`src/rtl/a2bus_pkg.sv`:
```
// Shared constants, request type and select decode for the Apple II slot bus initiator.
package a2bus_pkg;

    localparam int unsigned PH_PHI0_START = 3;
    localparam int unsigned PH_DOE_START  = 4;
    localparam int unsigned PH_LAST_NORM  = 6;
    localparam int unsigned PH_LAST_STR   = 7;

    localparam logic [11:0] DEVSEL_BASE = 12'hC08;
    localparam logic [7:0]  IOSEL_BASE  = 8'hC0;
    localparam logic [4:0]  IOSTRB_BASE = 5'b11001;

    typedef struct packed {
        logic        we;
        logic [15:0] addr;
        logic [7:0]  wdata;
    } a2bus_req_t;

    // Active-high select hits, ordered {devsel, iosel, iostrb}.
    function automatic logic [2:0] decode_sel(input logic [15:0] addr, input int unsigned slot);
        logic [2:0] hit;
        hit[2] = (addr[15:4] == DEVSEL_BASE + 12'(slot));
        hit[1] = (addr[15:8] == IOSEL_BASE + 8'(slot));
        hit[0] = (addr[15:11] == IOSTRB_BASE);
        return hit;
    endfunction

endpackage

```
`src/rtl/a2bus_host_initiator_if.sv`:
```
// Request/response handshake plus slot-bus pins; master is the initiator, slave the bench or card.
interface a2bus_host_initiator_if;

    logic        req_valid;
    logic        req_ready;
    logic        req_we;
    logic [15:0] req_addr;
    logic [7:0]  req_wdata;
    logic        rsp_valid;
    logic        rsp_we;
    logic [7:0]  rsp_rdata;
    logic        PHI0;
    logic        PHI1;
    logic [15:0] A;
    logic        nWE;
    logic [7:0]  Dout;
    logic        Doe;
    logic [7:0]  Din;
    logic        nDEVSEL;
    logic        nIOSEL;
    logic        nIOSTRB;

    modport master (
        input  req_valid, req_we, req_addr, req_wdata, Din,
        output req_ready, rsp_valid, rsp_we, rsp_rdata,
        output PHI0, PHI1, A, nWE, Dout, Doe, nDEVSEL, nIOSEL, nIOSTRB
    );

    modport slave (
        output req_valid, req_we, req_addr, req_wdata, Din,
        input  req_ready, rsp_valid, rsp_we, rsp_rdata,
        input  PHI0, PHI1, A, nWE, Dout, Doe, nDEVSEL, nIOSEL, nIOSTRB
    );

endinterface

```
`src/rtl/a2bus_cycle_timer.sv`:
```
// Bus-cycle phase counter (7 or 8 C7M clocks) and line counter that picks the stretched cycle.
module a2bus_cycle_timer
    import a2bus_pkg::*;
#(
    parameter bit          STRETCH_EN  = 1'b1,
    parameter int unsigned LINE_CYCLES = 65
) (
    input  logic       clk_i,
    input  logic       rst_i,
    output logic [2:0] ph_o,
    output logic       last_o,
    output logic       phi0_next_o,
    output logic       phi1_next_o
);

    localparam int unsigned LineW = (LINE_CYCLES > 1) ? $clog2(LINE_CYCLES) : 1;
    localparam logic [LineW-1:0] LineLast = LineW'(LINE_CYCLES - 1);

    logic [2:0]       ph_q, ph_d;
    logic [LineW-1:0] line_q, line_d;
    logic             stretched;

    always_comb begin
        stretched   = STRETCH_EN && (line_q == LineLast);
        last_o      = (ph_q == (stretched ? 3'(PH_LAST_STR) : 3'(PH_LAST_NORM)));
        ph_d        = last_o ? 3'd0 : ph_q + 3'd1;
        line_d      = line_q;
        if (last_o) begin
            line_d = (line_q == LineLast) ? '0 : line_q + LineW'(1);
        end
        ph_o        = ph_q;
        phi1_next_o = (ph_d < 3'(PH_PHI0_START));
        phi0_next_o = ~phi1_next_o;
    end

    always_ff @(posedge clk_i) begin
        if (rst_i) begin
            ph_q   <= '0;
            line_q <= '0;
        end else begin
            ph_q   <= ph_d;
            line_q <= line_d;
        end
    end

endmodule

```
`src/rtl/a2bus_host_initiator.sv`:
```
// Apple II motherboard-side slot bus initiator: one transaction per bus cycle, fed by a
// one-entry request buffer, with registered PHI0/PHI1, address, strobes and write data.
module a2bus_host_initiator
    import a2bus_pkg::*;
#(
    parameter int unsigned SLOT        = 4,
    parameter bit          STRETCH_EN  = 1'b1,
    parameter int unsigned LINE_CYCLES = 65,
    parameter logic [15:0] IDLE_ADDR   = 16'h0400
) (
    input  logic                    C7M,
    input  logic                    RES,
    a2bus_host_initiator_if.master  bus
);

    logic [2:0] ph;
    logic       last, phi0_next, phi1_next;

    a2bus_cycle_timer #(
        .STRETCH_EN  (STRETCH_EN),
        .LINE_CYCLES (LINE_CYCLES)
    ) u_timer (
        .clk_i       (C7M),
        .rst_i       (RES),
        .ph_o        (ph),
        .last_o      (last),
        .phi0_next_o (phi0_next),
        .phi1_next_o (phi1_next)
    );

    a2bus_req_t  req_in, buf_q, buf_d, cur_q, cur_d;
    logic        buf_valid_q, buf_valid_d, cur_valid_q, cur_valid_d;
    logic        ready_q, ready_d, fire;
    logic        phi0_q, phi1_q;
    logic [15:0] a_q, a_d;
    logic        nwe_q, nwe_d, doe_q, doe_d;
    logic [7:0]  dout_q, dout_d;
    logic [2:0]  sel_hit, sel_n_q, sel_n_d;
    logic        rsp_valid_q, rsp_valid_d, rsp_we_q, rsp_we_d;
    logic [7:0]  rsp_rdata_q, rsp_rdata_d;

    always_comb begin
        req_in.we    = bus.req_we;
        req_in.addr  = bus.req_addr;
        req_in.wdata = bus.req_wdata;
        fire         = bus.req_valid & ready_q;

        buf_d       = buf_q;
        buf_valid_d = buf_valid_q;
        cur_d       = cur_q;
        cur_valid_d = cur_valid_q;
        a_d         = a_q;
        nwe_d       = nwe_q;
        dout_d      = dout_q;
        rsp_valid_d = 1'b0;
        rsp_we_d    = rsp_we_q;
        rsp_rdata_d = rsp_rdata_q;

        if (last) begin
            // Retire the finishing cycle, then load the next one: buffer first, else bypass.
            rsp_valid_d = cur_valid_q;
            if (cur_valid_q) begin
                rsp_we_d = cur_q.we;
                if (!cur_q.we) begin
                    rsp_rdata_d = bus.Din;
                end
            end
            if (buf_valid_q) begin
                cur_d       = buf_q;
                cur_valid_d = 1'b1;
                buf_valid_d = 1'b0;
            end else if (fire) begin
                cur_d       = req_in;
                cur_valid_d = 1'b1;
            end else begin
                cur_valid_d = 1'b0;
            end
            a_d   = cur_valid_d ? cur_d.addr : IDLE_ADDR;
            nwe_d = ~(cur_valid_d & cur_d.we);
            if (cur_valid_d && cur_d.we) begin
                dout_d = cur_d.wdata;
            end
        end else if (fire) begin
            buf_d       = req_in;
            buf_valid_d = 1'b1;
        end

        ready_d = ~buf_valid_d;
        sel_hit = decode_sel(cur_d.addr, SLOT);
        sel_n_d = ~(sel_hit & {3{phi0_next & cur_valid_d}});
        // Entering ph >= PH_DOE_START is the same as leaving ph >= PH_DOE_START-1 within PHI0.
        doe_d   = cur_valid_d & cur_d.we & phi0_next & (ph >= 3'(PH_DOE_START - 1));
    end

    always_ff @(posedge C7M) begin
        if (RES) begin
            buf_q       <= '0;
            buf_valid_q <= 1'b0;
            cur_q       <= '0;
            cur_valid_q <= 1'b0;
            ready_q     <= 1'b0;
            phi0_q      <= 1'b0;
            phi1_q      <= 1'b1;
            a_q         <= IDLE_ADDR;
            nwe_q       <= 1'b1;
            dout_q      <= '0;
            doe_q       <= 1'b0;
            sel_n_q     <= 3'b111;
            rsp_valid_q <= 1'b0;
            rsp_we_q    <= 1'b0;
            rsp_rdata_q <= '0;
        end else begin
            buf_q       <= buf_d;
            buf_valid_q <= buf_valid_d;
            cur_q       <= cur_d;
            cur_valid_q <= cur_valid_d;
            ready_q     <= ready_d;
            phi0_q      <= phi0_next;
            phi1_q      <= phi1_next;
            a_q         <= a_d;
            nwe_q       <= nwe_d;
            dout_q      <= dout_d;
            doe_q       <= doe_d;
            sel_n_q     <= sel_n_d;
            rsp_valid_q <= rsp_valid_d;
            rsp_we_q    <= rsp_we_d;
            rsp_rdata_q <= rsp_rdata_d;
        end
    end

    assign bus.req_ready = ready_q;
    assign bus.rsp_valid = rsp_valid_q;
    assign bus.rsp_we    = rsp_we_q;
    assign bus.rsp_rdata = rsp_rdata_q;
    assign bus.PHI0      = phi0_q;
    assign bus.PHI1      = phi1_q;
    assign bus.A         = a_q;
    assign bus.nWE       = nwe_q;
    assign bus.Dout      = dout_q;
    assign bus.Doe       = doe_q;
    assign bus.nDEVSEL   = sel_n_q[2];
    assign bus.nIOSEL    = sel_n_q[1];
    assign bus.nIOSTRB   = sel_n_q[0];

endmodule

```
`src/flat_wrapper.sv`:
```
// flat-port wrapper written by rule: the top's interface ports become plain ports
module a2bus_host_initiator_flat import a2bus_pkg::*;
#(
    parameter int unsigned SLOT        = 4,
    parameter bit          STRETCH_EN  = 1'b1,
    parameter int unsigned LINE_CYCLES = 65,
    parameter logic [15:0] IDLE_ADDR   = 16'h0400
)
  (C7M, RES, bus_req_valid, bus_req_we, bus_req_addr, bus_req_wdata, bus_Din, bus_req_ready, bus_rsp_valid, bus_rsp_we, bus_rsp_rdata, bus_PHI0, bus_PHI1, bus_A, bus_nWE, bus_Dout, bus_Doe, bus_nDEVSEL, bus_nIOSEL, bus_nIOSTRB);
  a2bus_host_initiator_if bus_i ();
  input  logic C7M;
  input  logic RES;
  input wire logic [$bits(bus_i.req_valid)-1:0] bus_req_valid;
  input wire logic [$bits(bus_i.req_we)-1:0] bus_req_we;
  input wire logic [$bits(bus_i.req_addr)-1:0] bus_req_addr;
  input wire logic [$bits(bus_i.req_wdata)-1:0] bus_req_wdata;
  input wire logic [$bits(bus_i.Din)-1:0] bus_Din;
  output wire logic [$bits(bus_i.req_ready)-1:0] bus_req_ready;
  output wire logic [$bits(bus_i.rsp_valid)-1:0] bus_rsp_valid;
  output wire logic [$bits(bus_i.rsp_we)-1:0] bus_rsp_we;
  output wire logic [$bits(bus_i.rsp_rdata)-1:0] bus_rsp_rdata;
  output wire logic [$bits(bus_i.PHI0)-1:0] bus_PHI0;
  output wire logic [$bits(bus_i.PHI1)-1:0] bus_PHI1;
  output wire logic [$bits(bus_i.A)-1:0] bus_A;
  output wire logic [$bits(bus_i.nWE)-1:0] bus_nWE;
  output wire logic [$bits(bus_i.Dout)-1:0] bus_Dout;
  output wire logic [$bits(bus_i.Doe)-1:0] bus_Doe;
  output wire logic [$bits(bus_i.nDEVSEL)-1:0] bus_nDEVSEL;
  output wire logic [$bits(bus_i.nIOSEL)-1:0] bus_nIOSEL;
  output wire logic [$bits(bus_i.nIOSTRB)-1:0] bus_nIOSTRB;
  assign bus_i.req_valid = bus_req_valid;
  assign bus_i.req_we = bus_req_we;
  assign bus_i.req_addr = bus_req_addr;
  assign bus_i.req_wdata = bus_req_wdata;
  assign bus_i.Din = bus_Din;
  assign bus_req_ready = bus_i.req_ready;
  assign bus_rsp_valid = bus_i.rsp_valid;
  assign bus_rsp_we = bus_i.rsp_we;
  assign bus_rsp_rdata = bus_i.rsp_rdata;
  assign bus_PHI0 = bus_i.PHI0;
  assign bus_PHI1 = bus_i.PHI1;
  assign bus_A = bus_i.A;
  assign bus_nWE = bus_i.nWE;
  assign bus_Dout = bus_i.Dout;
  assign bus_Doe = bus_i.Doe;
  assign bus_nDEVSEL = bus_i.nDEVSEL;
  assign bus_nIOSEL = bus_i.nIOSEL;
  assign bus_nIOSTRB = bus_i.nIOSTRB;
  a2bus_host_initiator #(.SLOT(SLOT), .STRETCH_EN(STRETCH_EN), .LINE_CYCLES(LINE_CYCLES), .IDLE_ADDR(IDLE_ADDR)) u_core (.C7M(C7M), .RES(RES), .bus(bus_i));
endmodule
```
`config.mk`:
```
export PLATFORM = sky130hd
export DESIGN_NAME = a2bus_host_initiator_flat
export DESIGN_NICKNAME = d
export VERILOG_FILES = /design/src/rtl/a2bus_pkg.sv /design/src/rtl/a2bus_host_initiator_if.sv /design/src/rtl/a2bus_cycle_timer.sv /design/src/rtl/a2bus_host_initiator.sv /design/src/flat_wrapper.sv
export SDC_FILE = /design/constraint.sdc
export NUM_CORES = 1
export LEC_CHECK = 0
export BUFFER_PORTS_ARGS = -buffer_cell sky130_fd_sc_hd__buf_2
export CORE_MARGIN = 8
export CORE_UTILIZATION = 42
export DETAILED_ROUTE_END_ITERATION = 10
export SYNTH_ARGS = -nofsm -noshare
export SYNTH_HDL_FRONTEND = slang
export SYNTH_SLANG_ARGS = --single-unit
export TNS_END_PERCENT = 30
```
`constraint.sdc`:
```
create_clock -name C7M -period 3.3 [get_ports C7M]
set_clock_uncertainty 0.05 [all_clocks]
set_input_delay 0.165 -clock C7M [delete_from_list [all_inputs] [get_ports C7M]]
set_output_delay 0.165 -clock C7M [all_outputs]
set_load 0.03 [all_outputs]
```
Word-level counts from Yosys, hierarchy flattened

Cells that the tools add are included.

Register bits: 104
Output and inout bits: 42

Bitwise gates (word level): 13
Eq/ne operators: 5
$add $sub $neg: 2
Multiplexer cells: 14
Order comparisons: 2
Reductions and logical operators: 6

Operators with widths:

| kind                                                | count |
|---|---|
| two-way mux 25 bit                                  | 4 |
| two-way mux 16 bit                                  | 1 |
| equality test 12 bit, second input constant         | 1 |
| equality test 8 bit, second input constant          | 1 |
| adder 7 x 1 -> 7 bit, second input constant         | 1 |
| equality test 7 bit, second input constant          | 1 |
| two-way mux 1 bit                                   | 7 |
| two-way mux 7 bit                                   | 1 |
| bitwise AND 1 bit                                   | 6 |
| AND reduction 2 bit                                 | 3 |
| equality test 5 bit, second input constant          | 1 |
| inverter 1 bit                                      | 5 |
| adder 3 x 1 -> 3 bit, second input constant         | 1 |
| bitwise AND 3 bit                                   | 1 |
| equality test 3 bit                                 | 1 |
| >= comparator 3 x 2 -> 1 bit, second input constant | 1 |
| < comparator 3 x 2 -> 1 bit, second input constant  | 1 |
| two-way mux 3 bit                                   | 1 |
| inverter 3 bit                                      | 1 |
| AND reduction 3 bit                                 | 1 |
| OR reduction 2 bit                                  | 1 |
| logical AND 1 bit                                   | 1 |

Longest topological paths before layout

Depth after elaboration: 9
Gate-level depth with buffers: 12
Mapped depth without buffers: 8

Cells and area by module

A second synthesis with hierarchy kept.

Cells, all modules: 517
Area total of the unflattened synthesis: 4483.0 µm²

Modules (own cells, without submodules):

| module               | instances | cells an instance | area an instance (µm²) | seq. area each (µm²) |
|---|---|---|---|---|
| a2bus_host_initiator | 1         | 454               | 3933.8                 | 1881.8 |
| a2bus_cycle_timer    | 1         | 63                | 549.3                  | 200.2 |

Worst setup path before layout

Ideal clock, no wire load.

Path kind: flip-flop to flip-flop
Start point: register u_core.u_timer.line_q[0]
End point: register u_core.sel_n_q[2]
Slack: 972 ps
Data arrival time: 2147 ps
Period minus slack after synthesis: 2328 ps
Stages on the path, launching flop included: 11
Required time: 3119 ps
Cells stage by stage: dfxtp_1 -> inv_1 -> ha_1 -> nor2b_1 -> and4_1 -> buf_4 -> or2_1 -> buf_6 -> or3_4 -> a2111oi_4 -> nand3_1

Longest elaborated chain between the ends: 9
Elaborated cells on any way between the ends: 12
Those cells by class: order compare (1); eq/ne (3); mux (4); bitwise (4)

RTL lines:

| what                        | RTL line                    | RTL |
|---|---|---|
| start, declared             | a2bus_cycle_timer.sv:20     | `logic [LineW-1:0] line_q, line_d;` |
| start signal, assigned      | a2bus_cycle_timer.sv:42     | `line_q <= line_d;` |
| equality test 7 bit (*)     | a2bus_cycle_timer.sv:24     | `stretched = STRETCH_EN && (line_q == LineLast);` |
| two-way mux 1 bit (*)       | a2bus_cycle_timer.sv:25     | `last_o = (ph_q == (stretched ? 3'(PH_LAST_STR) : 3'(PH_LAST_NORM)));` |
| equality test 3 bit (*)     | a2bus_cycle_timer.sv:25     |  |
| two-way mux 3 bit           | a2bus_cycle_timer.sv:26     | `ph_d = last_o ? 3'd0 : ph_q + 3'd1;` |
| < comparator 3 x 2 -> 1 bit | a2bus_cycle_timer.sv:32     | `phi1_next_o = (ph_d < 3'(PH_PHI0_START));` |
| inverter 1 bit              | a2bus_cycle_timer.sv:33     | `phi0_next_o = ~phi1_next_o;` |
| bitwise AND 1 bit           | a2bus_host_initiator.sv:90  | `sel_n_d = ~(sel_hit & {3{phi0_next & cur_valid_d}});` |
| bitwise AND 3 bit (*)       | a2bus_host_initiator.sv:90  |  |
| inverter 3 bit (*)          | a2bus_host_initiator.sv:90  |  |
| end signal, assigned        | a2bus_host_initiator.sv:124 | `sel_n_q <= sel_n_d;` |
| end, declared               | a2bus_host_initiator.sv:38  | `logic [2:0] sel_hit, sel_n_q, sel_n_d;` |

Mark *: on every way between the ends. The rest lies on a longest branch, timed or not.
A chain may end at the register's enable or synchronous reset.

Final worst setup path

Start point: register u_core.u_timer.line_q[0]
End point: register u_core.u_timer.line_q[6]

Longest elaborated chain between the ends: 3
Elaborated cells on any way between the ends: 5
Those cells by class: add/sub (1); eq/ne (2); mux (2)

RTL lines:

| what |
|---|
| branches (longest 3 deep; another with adder 7 x 1 -> 7 bit) |

Several ways; the timed one is not identified.

==> results list <==
- The flow ran to the end, and the final reports show no timing, DRC or antenna violations.
* Type of the worst min-delay path: in -> reg
- Final design utilization: about half
- Reg area: around 2100 um^2
- Clock tree synthesis selected as its root buffer the cell sky130_fd_sc_hd__clkbuf_8.
- Share of the yosys chip area belonging to registers: about 47%
* Relative slew margins: roughly a third
* Clock buffers created by TritonCTS: 9
- The number of buffers and inverters on the critical path is 2.
* # DRC: 0
- Diodes inserted: 0
- Worst reg2reg startpoint: u_core.u_timer.line_q[0]
- Placed wire-length estimate after detailed placement: ~6.9 mm
- In the synthesized netlist the dominant register cell turns out to be sky130_fd_sc_hd__dfxtp_1.
- The startpoint identified for the worst hold timing path is bus_req_addr[0].
* Critical path origin: u_core.u_timer.line_q[0]
- Overall die height: approximately 120 um
- Across all register-to-register paths, the minimum setup slack is 0.36 ns.
- Post-synthesis instance area: approximately 4400 um^2
* DR pass1 iterations: 7
- Number of port buffers: a little under 80
* Crit path depth: 9
* Kind of critical path: reg -> reg
- Fraction of power spent switching nets: between 20% and 30%
- TritonCTS built the clock tree.
* Antenna violations before repair: 0
* Remaining global-route overflow: 0
- Clock slew at reported path FFs: ~0.10 ns
- Number of levels the H-tree was split into: 3
* Number of vias per cell: around 5.1
- Data on the critical path is required at its endpoint by ~3.6 ns.
- Largest net degree at the start of global routing: 97
* Count of nets after finishing: between 600 and 700
* Post-synthesis cell count: 500
- Grouping stages by cell kind, the critical path spends the most delay in simple AND/OR/NAND/NOR gates.
* Wire length of the first global-routing pass: 17.9 mm
- In the final layout, the share of cells above drive strength 1 is 19.5%.
- After detailed routing, the average wire length per cell comes to roughly 14 um.
- Endpoint class of the critical path: flop
- The biggest area contributor in the post-synthesis netlist is sky130_fd_sc_hd__dfxtp_1.
- Count of cells along the worst register-to-register path: 9
- Critical Path End: u_core.u_timer.line_q[6]
- The detailed router finished its first iteration with about 260 violations.
- Area of the core: 10300 um^2
* Initial Util: 43.1%
* Number of global-route vias before repair: 3674
- Maximum single-stage delay on the critical path: 0.54 ns
* Fmax: between 300 and 400 MHz
- The number of nets in the synthesized netlist is 540.
- Via count of the routed design: 3661
- Sum of negative setup slack: 0 ns
- Data on the critical path arrives at its endpoint at ~3.2 ns.
* Switch Pwr: 609 uW
- At the end of routability-driven placement, the weighted congestion stood at 0.803.
- Final cycle utilization of the critical path: 89.0%
- Each instance of the synthesized netlist takes up on average slightly below 9 um^2.
- Shortest period the worst path allows: around 2.9 ns
* RSZ-0062 raised after global routing: false
- No sink is reached through more buffers than the 2 on the longest clock path.
* Unique masters post-synth: 49
- Traced cell by cell, the critical path runs through inv_1 > ha_1 > nor2b_1 > a211oi_2 > or2_2 > buf_4 > nand4_1 > or3_1 > a21oi_1.
* Horizontal die dimension: between 100 and 150 um
- The count of pins over their slew limit is 0.
- Sequential cells account for 57.7% of the total power.
- Internal power comes to 1.66 mW.
* Final hold violations: 0
* Finish-stage setup viols: 0
- Top area cells in the synthesized netlist: sky130_fd_sc_hd__dfxtp_1 (47%), sky130_fd_sc_hd__mux2i_1 (14%), sky130_fd_sc_hd__nor2_1 (6.0%), sky130_fd_sc_hd__nand2_1 (5.9%), sky130_fd_sc_hd__a21oi_1 (4.2%)
- WL final: 10.5 mm
- 78 I/O pins were placed.
- Worst-margin pin slew: just over 1 ns
- The clock network accounts for 32.5% of the total power.
* Area of combinational cells with multiple inputs: 2170 um^2
- IR analysis of the VDD net gives a maximum drop of 236 uV.
- GRT Overall Usage: 15.1%
* Number of enable-type register cells in the synthesized netlist: 0
* CP max FO: 27
* Share of async-settable or async-resettable flops after synthesis: 0%
- Of the total power, combinational logic draws roughly a tenth.
- Source-to-sink clock delay at the later pin of the worst-skew pair: roughly 0.37 ns
- STA classifies the critical path startpoint as a flop.
* Cell row count: 37
* Crit-path slowest cell: sky130_fd_sc_hd__a211oi_2
- Antenna Violating Nets Remaining: 0
- Across the run, the number of max-cap violations was 0.
- Share of the synthesized area in the top cell type: 46.8%
* Leakage power figure: 2.15 nW
- The area growth from synthesis to layout is 19.5%.
* Total of warnings raised by yosys: 0
- The die covers roughly 14000 um^2.
- Dividing total power by cell area gives a power density of 427 nW/um^2.
* Clock sink count: 104
- Count of state elements after synthesis: between 100 and 150
* Count of fill cells added during filler insertion: a little under 1000
- End of the worst register-to-register path: u_core.u_timer.line_q[6]
==> state kept, by name (all words and copies together), names as in the netlist <==
signal                 count
u_core.bus.Doe             1
u_core.u_timer.line_q      7
u_core.bus.PHI0            1
u_core.bus.rsp_we          1
u_core.buf_valid_q         1
u_core.bus.rsp_rdata       8
u_core.bus.nWE             1
u_core.bus.rsp_valid       1
u_core.cur_valid_q         1
u_core.buf_q              25
u_core.bus.Dout            8
u_core.bus.PHI1            1
u_core.bus.req_ready       1
u_core.u_timer.ph_o        3
u_core.sel_n_q             3
u_core.bus.A              16
u_core.cur_q              25
==> worst min-delay path by stage <==
| stage | to | slack (ns) | depth (start not counted) |
|---|---|---|---|
| 2_1_floorplan | u_core.buf_q[18] | 0.25 | 2 |
| 3_3_place_gp | u_core.bus.rsp_rdata[4] | 0.35 | 3 |
| 3_5_place_dp | u_core.bus.rsp_rdata[7] | 0.35 | 3 |
| 4_1_cts | u_core.buf_q[12] | 0.0008 | 3 |
| 5_1_grt | u_core.buf_q[8] | 0.02 | 3 |
| 6_report | u_core.buf_q[8] | 0.01 | 3 |
==> cell families (layout without fill, tap and decap cells) <==
kind of cell | count (synthesis) | in the layout | share of synthesized area, %
XOR/XNOR | 4 | 4 | 0.788
multiplexers | 68 | 68 | 15.5
adder cells (fa/ha/maj) | 4 | 4 | 1.13
buffers and inverters | 44 | 130 | 4.61
AND/OR/NAND/NOR | 190 | 190 | 19.0
flip-flops | 104 | 104 | 46.8
AO/OA/AOI/OAI | 86 | 86 | 12.1
==> layer usage <==
layer | GRT usage (%) | part of all wire [%] | wire length [um] | vias up
met4 | 4.51 | 1.1 | 110 | 0
met1 | 18.9 | 49 | 5120 | 1708
met3 | 4.49 | 4.7 | 493 | 10
li1 | - | - | - | 1871
met2 | 24.5 | 45 | 4740 | 72
met5 | 0 | 0 | 0 | -
==> cells in the final DEF, fill, tap and decap left out, types with 2 or more instances in the layout <==
cell / instances
sky130_fd_sc_hd__a211oi_1: 3
sky130_fd_sc_hd__a21oi_1: 37
sky130_fd_sc_hd__a22oi_1: 5
sky130_fd_sc_hd__a2bb2oi_1: 3
sky130_fd_sc_hd__and2_1: 2
sky130_fd_sc_hd__buf_2: 77
sky130_fd_sc_hd__buf_4: 5
sky130_fd_sc_hd__clkbuf_8: 9
sky130_fd_sc_hd__clkinv_4: 2
sky130_fd_sc_hd__clkinvlp_4: 2
sky130_fd_sc_hd__dfxtp_1: 103
sky130_fd_sc_hd__dlygate4sd3_1: 26
sky130_fd_sc_hd__ha_1: 4
sky130_fd_sc_hd__inv_1: 7
sky130_fd_sc_hd__inv_8: 2
sky130_fd_sc_hd__mux2_2: 7
sky130_fd_sc_hd__mux2i_1: 61
sky130_fd_sc_hd__nand2_1: 70
sky130_fd_sc_hd__nand2b_1: 4
sky130_fd_sc_hd__nand3_1: 13
sky130_fd_sc_hd__nand4_1: 4
sky130_fd_sc_hd__nand4b_1: 2
sky130_fd_sc_hd__nor2_1: 70
sky130_fd_sc_hd__nor2_4: 2
sky130_fd_sc_hd__nor2b_1: 3
sky130_fd_sc_hd__nor3_1: 7
sky130_fd_sc_hd__nor3b_1: 2
sky130_fd_sc_hd__o211a_1: 2
sky130_fd_sc_hd__o21ai_0: 23
sky130_fd_sc_hd__o311ai_0: 2
sky130_fd_sc_hd__o31ai_1: 2
sky130_fd_sc_hd__or3_1: 2
sky130_fd_sc_hd__xor2_1: 3
==> stage by stage <==
step                std cells  hold slack (ns)  cell area [um^2]  total power [mW]  setup slack [ns]
finish                    722           0.0142              5310              2.27             0.363
global placement          681            0.346              4870              1.54             0.498
global route              722           0.0187              5310              2.38            0.0819
floorplan                 500            0.251              4450              1.47             0.972
detailed placement        681            0.355              4870              1.54             0.355
CTS                       722         0.000826              5310              2.30             0.360
==> final cells by class <==
class	count	area share (%)
well taps	136	3.20
clock inverters	6	1.04
multi-input cells	352	40.9
clock buffers	9	2.33
flip-flops and latches	104	39.2
inverters	7	0.494
repair buffers	108	12.9
==> synthesized netlist by cell type (2+ instances only) <==
cell type / n
sky130_fd_sc_hd__nor2_1: 71
sky130_fd_sc_hd__xor2_1: 3
sky130_fd_sc_hd__a211oi_1: 3
sky130_fd_sc_hd__o31ai_1: 2
sky130_fd_sc_hd__nor2b_1: 3
sky130_fd_sc_hd__nand3_1: 13
sky130_fd_sc_hd__buf_1: 4
sky130_fd_sc_hd__inv_1: 7
sky130_fd_sc_hd__o311ai_0: 2
sky130_fd_sc_hd__buf_2: 5
sky130_fd_sc_hd__nand4b_1: 2
sky130_fd_sc_hd__ha_1: 4
sky130_fd_sc_hd__a2bb2oi_1: 3
sky130_fd_sc_hd__o211a_1: 2
sky130_fd_sc_hd__mux2_2: 7
sky130_fd_sc_hd__and2_1: 2
sky130_fd_sc_hd__a21oi_1: 37
sky130_fd_sc_hd__nand2b_1: 4
sky130_fd_sc_hd__dfxtp_1: 104
sky130_fd_sc_hd__nor3_1: 7
sky130_fd_sc_hd__a22oi_1: 5
sky130_fd_sc_hd__mux2i_1: 61
sky130_fd_sc_hd__or3_1: 2
sky130_fd_sc_hd__o21ai_0: 23
sky130_fd_sc_hd__nand2_1: 70
sky130_fd_sc_hd__buf_6: 4
sky130_fd_sc_hd__nor2_2: 2
sky130_fd_sc_hd__clkbuf_1: 23
sky130_fd_sc_hd__nand4_1: 4
sky130_fd_sc_hd__nor3b_1: 2
==> power by group through the flow <==
stage	logic (mW)	clock network (mW)	registers (mW)
floorplan	0.144	0	1.33
global placement	0.197	0	1.34
detailed placement	0.200	0	1.34
CTS	0.224	0.762	1.31
global route	0.246	0.818	1.32
finish	0.222	0.738	1.31
==> worst min-delay path, stage by stage <==
cell	delay (ns)
sky130_fd_sc_hd__buf_2	0.09
sky130_fd_sc_hd__mux2i_1	0.07
sky130_fd_sc_hd__nor2_1	0.08
==> what timing repair did <==
item	4_1_cts	5_1_grt
hold endpoints to repair	26	0
setup buffers	0	0
gates resized for setup	0	0
hold buffers	26	0
Power figures use the tool's default switching activity.
